<file path="src/rtl/mod_share_arb.sv">
// Round-robin arbiter sharing one fixed-latency modular arithmetic unit between requesters A and B.
// Winner's operands are registered onto the unit; a {valid, sel} tag pipeline routes each result back.
module mod_share_arb #(
    parameter int P_WIDTH = 64,
    parameter int MUL_LAT = 4
) (
    input  logic               clk,
    input  logic               rst,
    input  logic               hold,
    input  logic               a_req_valid,
    output logic               a_req_ready,
    input  logic [P_WIDTH-1:0] a_op0,
    input  logic [P_WIDTH-1:0] a_op1,
    input  logic               b_req_valid,
    output logic               b_req_ready,
    input  logic [P_WIDTH-1:0] b_op0,
    input  logic [P_WIDTH-1:0] b_op1,
    output logic               mul_valid,
    output logic               mul_sel,
    output logic [P_WIDTH-1:0] mul_op0,
    output logic [P_WIDTH-1:0] mul_op1,
    input  logic [P_WIDTH-1:0] mul_res,
    output logic               a_rsp_valid,
    output logic [P_WIDTH-1:0] a_rsp_data,
    output logic               b_rsp_valid,
    output logic [P_WIDTH-1:0] b_rsp_data,
    output logic               idle
);

    logic               grant_a;
    logic               grant_b;
    logic               prio_a_reg;
    logic               mul_valid_reg;
    logic               mul_sel_reg;
    logic [P_WIDTH-1:0] mul_op0_reg;
    logic [P_WIDTH-1:0] mul_op1_reg;
    logic [MUL_LAT-1:0] tag_valid_reg;
    logic [MUL_LAT-1:0] tag_sel_reg;
    logic [MUL_LAT-1:0] tag_valid_next;
    logic [MUL_LAT-1:0] tag_sel_next;
    logic               a_rsp_valid_reg;
    logic               b_rsp_valid_reg;
    logic [P_WIDTH-1:0] a_rsp_data_reg;
    logic [P_WIDTH-1:0] b_rsp_data_reg;
    logic               tag_last_valid;
    logic               tag_last_sel;

    // Grants are gated by rst so nothing is accepted while the datapath is being cleared.
    always_comb begin
        grant_a = ~rst & ~hold & a_req_valid & (~b_req_valid | prio_a_reg);
        grant_b = ~rst & ~hold & b_req_valid & (~a_req_valid | ~prio_a_reg);
    end

    assign a_req_ready = grant_a;
    assign b_req_ready = grant_b;

    always_ff @(posedge clk) begin
        if (rst) begin
            prio_a_reg <= 1'b1;
        end else if (grant_a) begin
            prio_a_reg <= 1'b0;
        end else if (grant_b) begin
            prio_a_reg <= 1'b1;
        end
    end

    always_ff @(posedge clk) begin
        if (rst) begin
            mul_valid_reg <= 1'b0;
            mul_sel_reg   <= 1'b0;
            mul_op0_reg   <= '0;
            mul_op1_reg   <= '0;
        end else begin
            mul_valid_reg <= grant_a | grant_b;
            if (grant_a | grant_b) begin
                mul_sel_reg <= grant_a;
                mul_op0_reg <= grant_a ? a_op0 : b_op0;
                mul_op1_reg <= grant_a ? a_op1 : b_op1;
            end
        end
    end

    // Stage 0 follows the issue register; the last stage lines up with mul_res.
    generate
        for (genvar gi = 0; gi < MUL_LAT; gi++) begin : g_tag
            if (gi == 0) begin : g_first
                assign tag_valid_next[gi] = mul_valid_reg;
                assign tag_sel_next[gi]   = mul_sel_reg;
            end else begin : g_rest
                assign tag_valid_next[gi] = tag_valid_reg[gi-1];
                assign tag_sel_next[gi]   = tag_sel_reg[gi-1];
            end
        end
    endgenerate

    always_ff @(posedge clk) begin
        if (rst) begin
            tag_valid_reg <= '0;
            tag_sel_reg   <= '0;
        end else begin
            tag_valid_reg <= tag_valid_next;
            tag_sel_reg   <= tag_sel_next;
        end
    end

    assign tag_last_valid = tag_valid_reg[MUL_LAT-1];
    assign tag_last_sel   = tag_sel_reg[MUL_LAT-1];

    always_ff @(posedge clk) begin
        if (rst) begin
            a_rsp_valid_reg <= 1'b0;
            b_rsp_valid_reg <= 1'b0;
            a_rsp_data_reg  <= '0;
            b_rsp_data_reg  <= '0;
        end else begin
            a_rsp_valid_reg <= tag_last_valid & tag_last_sel;
            b_rsp_valid_reg <= tag_last_valid & ~tag_last_sel;
            if (tag_last_valid & tag_last_sel) begin
                a_rsp_data_reg <= mul_res;
            end
            if (tag_last_valid & ~tag_last_sel) begin
                b_rsp_data_reg <= mul_res;
            end
        end
    end

    assign mul_valid   = mul_valid_reg;
    assign mul_sel     = mul_sel_reg;
    assign mul_op0     = mul_op0_reg;
    assign mul_op1     = mul_op1_reg;
    assign a_rsp_valid = a_rsp_valid_reg;
    assign b_rsp_valid = b_rsp_valid_reg;
    assign a_rsp_data  = a_rsp_data_reg;
    assign b_rsp_data  = b_rsp_data_reg;
    assign idle        = ~mul_valid_reg & ~(|tag_valid_reg);

endmodule

</file>
<file path="config.mk">
export PLATFORM = sky130hd
export DESIGN_NAME = mod_share_arb
export DESIGN_NICKNAME = d
export VERILOG_FILES = /design/src/rtl/mod_share_arb.sv
export SDC_FILE = /design/constraint.sdc
export NUM_CORES = 1
export LEC_CHECK = 0
export BUFFER_PORTS_ARGS = -buffer_cell sky130_fd_sc_hd__buf_2
export CAP_MARGIN = 0
export CORE_AREA = 2 2 230 232
export DETAILED_ROUTE_END_ITERATION = 10
export DIE_AREA = 0 0 232 234
export GPL_TIMING_DRIVEN = 1
export SLEW_MARGIN = 40
export SYNTH_ARGS = -nofsm -noshare
export SYNTH_HDL_FRONTEND = slang
export SYNTH_SLANG_ARGS = --single-unit
</file>
<file path="constraint.sdc">
create_clock -name clk -period 1.6 [get_ports clk]
set_clock_uncertainty 0.1 [all_clocks]
set_input_delay 0.16 -clock clk [delete_from_list [all_inputs] [get_ports clk]]
set_output_delay 0.16 -clock clk [all_outputs]
set_load 0.02 [all_outputs]
</file>
# After elaboration in Yosys (flattened, before gate mapping)
# Cells that the tools add are included.
op_classes:
  mux: 4
  bitwise_logic: 19
  reduce_logical: 2
ops:
  columns: ["operator", "count"]
  rows:
  - ["$mux W64", 2]
  - ["$and A1 B1 Y1", 8]
  - ["$not A1 Y1", 8]
  - ["$reduce_or A4 Y1", 1]
  - ["$or A1 B1 Y1", 3]
  - ["$mux W1", 2]
  - ["$reduce_bool A2 Y1", 1]
totals:
  register_bits: 269
  inputBits: 325
  out_inout_bits: 263
  wordCells: 36

# Logic depth before layout (Yosys ltp)
logic_depth:
  ltp_word: 6
  ltp_mapped: 8
  mapped_depth_nobuf: 3

# Worst setup path before layout
# No wires, ideal clock.
synth_timing:
  path_type: "input port to flip-flop"
  start: "input rst"
  end: "register mul_sel_reg (netlist: mul_sel)"
  setup_time_ns: 0.147
  arrival_ns: 1.677
  required_ns: 1.353
  slack_ns: -0.324
  stages: 7
  path_buffers: 4
  path_cell_list: "buf_2 -> or2_1 -> buf_2 -> buf_6 -> buf_2 -> a211oi_1 -> o21bai_1"
synth_between:
  elab_chain_len: 5
  elab_cells_between_ends: 7
  cone_classes: "7 x bitwise"
synth_lines:
  columns: ["element", "line_no", "source"]
  rows:
  - ["start: declaration", "8", "input logic rst,"]
  - ["$not A1 Y1", "51", "grant_b = ~rst & ~hold & b_req_valid & (~a_req_valid | ~prio_a_reg);"]
  - ["$and A1 B1 Y1 (3 in a row)", "51", null]
  - ["via b_req_ready", "15", "output logic b_req_ready,"]
  - ["$or A1 B1 Y1", "75", "if (grant_a | grant_b) begin"]
  - ["end signal: assignment", "76", "mul_sel_reg <= grant_a;"]
  - ["end: declaration", "34", "logic mul_sel_reg;"]
# The timed path passes the listed nets, and every way through them passes these cells.
# A chain may end at the register's enable or synchronous reset.

# Worst setup path in the final report
layout_timing:
  start: "register prio_a_reg"
  end: "register mul_op1_reg[13] (netlist: mul_op1[13])"
layout_between:
  elab_chain_len: 4
  elab_cells_between_ends: 7
  cone_classes: "1 x mux; 6 x bitwise"
layout_lines:
  columns: ["element", "line_no", "source"]
  rows:
  - ["start: declaration", "32", "logic prio_a_reg;"]
  - ["start signal: assignment", "59", "prio_a_reg <= 1'b1;"]
  - ["start signal: assignment", "61", "prio_a_reg <= 1'b0;"]
  - ["start signal: assignment", "63", "prio_a_reg <= 1'b1;"]
  - ["$not A1 Y1", "51", null]
  - ["$or A1 B1 Y1", "51", null]
  - ["$and A1 B1 Y1", "51", null]
  - ["$or A1 B1 Y1", "75", null]
  - ["end signal: assignment", "78", "mul_op1_reg <= grant_a ? a_op1 : b_op1;"]
  - ["end: declaration", "36", "logic [P_WIDTH-1:0] mul_op1_reg;"]
# Several ways; a longest one is shown, not always the timed one.

==> results.toml <==
[routing]
wirelength_microns = 67000
drtIter0Drc = 1174
first_pass_iters = 5
vias_per_cell = 5.37
wl_per_cell_microns = 22.3
num_vias = 16100
ant_nets = 0
drc = 0

[setup_path]
r2r_slack_ns = -0.52
worst_r2r_endpoint = "mul_op1[13]"
cp-startpoint = "prio_a_reg"
cp.required_ns = 1.94
r2r_start = "prio_a_reg"
start_kind = "flip-flop"
end_kind = "flip-flop"
cp_data_arrival_time_ns = 2.46
path_class = "flip-flop to flip-flop"
rr_worst_depth = 7
cp_max_fo = 8

[logic_synthesis]
synth_cell_types = 23
ys_ff_latch = 269
synth_most_common_cell = "dfxtp_1"
ys_top_cells_by_count = "269 x dfxtp_1, 257 x nand2_1, 256 x a21oi_1"
syn-num-nets = 1705
yosys.area.top_type = "dfxtp_1"
synth_warnings = 0
avgSynthCellArea_sq_um = 8.64
synth.top_cell.area_share = 0.451
ys.flop_type = "dfxtp_1"
seq_area_frac_synth = 0.451
netlist_area_sq_um = 11900
async_reset_ff_frac = 0
synth.area.top_cells = "dfxtp_1 45%, a21oi_1 11%, a2111oi_0 9.4%"
syn_inst = 1380
synth_edf_count = 0

[global_routing]
grtUsageTotal = 0.195
grt_max_degree = 130
grt_pass1_wl_microns = 84500
grt-ovfl-total = 0
grt_antenna_before_repair = 6
grt_pass1_vias = 14900

[cts]
insertion_delay_ns = 0.59
clockBufferDepth = 3
clock-root-buffer = "clkbuf_16"
cts_tree = "yes"
clkTransAtPathRegs_ns = 0.07
htree_num_levels = 1
clock-sinks = 269
cts-buffers-inserted = 30

[floorplan]
initial_core_util = 0.229
ios = 588
die_area_sq_um = 54300
die-height_microns = 234
die_w_microns = 232
rows = 84
coreArea_sq_um = 52000

[timing]
slew_headroom = 0.101
fin_tns_setup_ns = -5.16
setup_slack_ns = -0.520
final_hold_viol_count = 0
fin_crit_sh = 1.32
rsz0062_at_grt = "yes"
setup_viol = 71
min_period_ns = 2.12
drv_slew = 0
fmax_mhz = 472
tightest_slew_ns = 1.35

[power_and_ir_drop]
p_leak_nw = 8.89
ir_drop_mv = 0.768
power_density_nw_per_um2 = 805

[placed_design]
dp.final_hpwl_microns = 37100
dp.cells = 2570
gp_congestion = 0.875
io_buffers = 587

[hold_path]
whs_path_depth = 3
worstHoldPathType = "primary input to flip-flop"
hold_start = "b_op0[48]"
min_to = "mul_op0[48]"

[final_layout]
final_layout_size_suffix_gt1_frac = 0.431
finalNetCount = 2616
stdcell_count = 3003
syn_to_final_growth_pct = 92.0

[outcome]
status = "finished with violations"
failed_checks = "negative setup slack"

[flow_run]
drv_cap = 0
## worst max-delay path by stage
stage | end | slack [ns] | cells past startpoint
3_5_place_dp | mul_op0[19] | -0.26 | 5
4_1_cts | idle | -0.38 | 3
6_report | mul_op1[13] | -0.52 | 7
3_3_place_gp | mul_op1[28] | -0.11 | 5
5_1_grt | mul_op1[13] | -0.51 | 7
2_1_floorplan | mul_sel | -0.04 | 8
## stage by stage
stage          instance area [sq um]  utilization  power [mW]  hold WS [ns]  setup WS [ns]
6_report                       22900        0.440        18.4        0.0512         -0.520
2_1_floorplan                  12000            -        8.41         0.196        -0.0354
3_5_place_dp                   16100        0.309        9.61         0.319         -0.263
5_1_grt                        22900        0.440        19.0        0.0281         -0.509
4_1_cts                        20400        0.393        17.5        0.0191         -0.379
3_3_place_gp                   16100        0.309        9.59         0.313         -0.114
## power by group
part	leakage, nW	switching (mW)	internal, mW	total [mW]
Sequential	2.19	0.157	6.94	7.09
Clock	0.505	2.99	4.33	7.32
Combinational	6.20	2.18	1.83	4.01
## cells in the final DEF (no fill, tap or decap), types with 5 or more instances in the layout
| master | count |
|---|---|
| nor4_2 | 15 |
| buf_8 | 5 |
| a21oi_1 | 256 |
| nor4b_4 | 23 |
| buf_6 | 19 |
| nor4b_2 | 83 |
| dlygate4sd3_1 | 320 |
| buf_2 | 582 |
| clkinv_2 | 7 |
| clkbuf_8 | 7 |
| a2111oi_2 | 36 |
| a2111oi_0 | 34 |
| nor4b_1 | 22 |
| nor4_1 | 113 |
| a2111oi_4 | 32 |
| clkbuf_16 | 47 |
| buf_12 | 33 |
| a2111oi_1 | 26 |
| buf_16 | 5 |
| dfxtp_1 | 267 |
| buf_4 | 82 |
| nor2b_1 | 7 |
| nand2_1 | 256 |
## cell type report
type | instances | area, sq um
sequential | 269 | 5390
multi-input combinational | 923 | 7330
fill | 4695 | 29100
inverter | 2 | 8.76
tap | 688 | 861
clock buffer | 40 | 848
antenna | 4 | 10.0
timing repair buffer | 1065 | 8270
clock inverter | 12 | 174
## layer usage
layer / up-vias / GRT usage / share of wire
met2: 1249 / 0.346 / 0.48
met1: 7516 / 0.219 / 0.35
met5: - / 0 / 0
met4: 0 / 0.112 / 0.073
li1: 7042 / - / -
met3: 317 / 0.0366 / 0.096
## worst max-delay path, stage by stage, from the launching register on
cell and delay (ns):
dfxtp_4 0.39, nor2b_4 0.07, buf_6 0.13, buf_12 0.12, clkbuf_16 0.17, buf_8 0.15, nor4b_2 0.69, nor4_2 0.14
## logic make-up after synthesis
family                 count (synthesis)  share of synthesized area
AOI/OAI and AO/OA                    387                      0.204
buffers and inverters                188                     0.0693
DFF                                  269                      0.451
and+or+nand+nor                      536                      0.276
## timing repair
action,in CTS,in global routing
hold endpoints to repair,257,1
pin swaps,2,85
setup endpoints to repair,5,102
setup buffers,3,34
hold buffers,320,1
gates resized for setup,60,293
cloned,0,20
(Power assumes the default switching activity.)
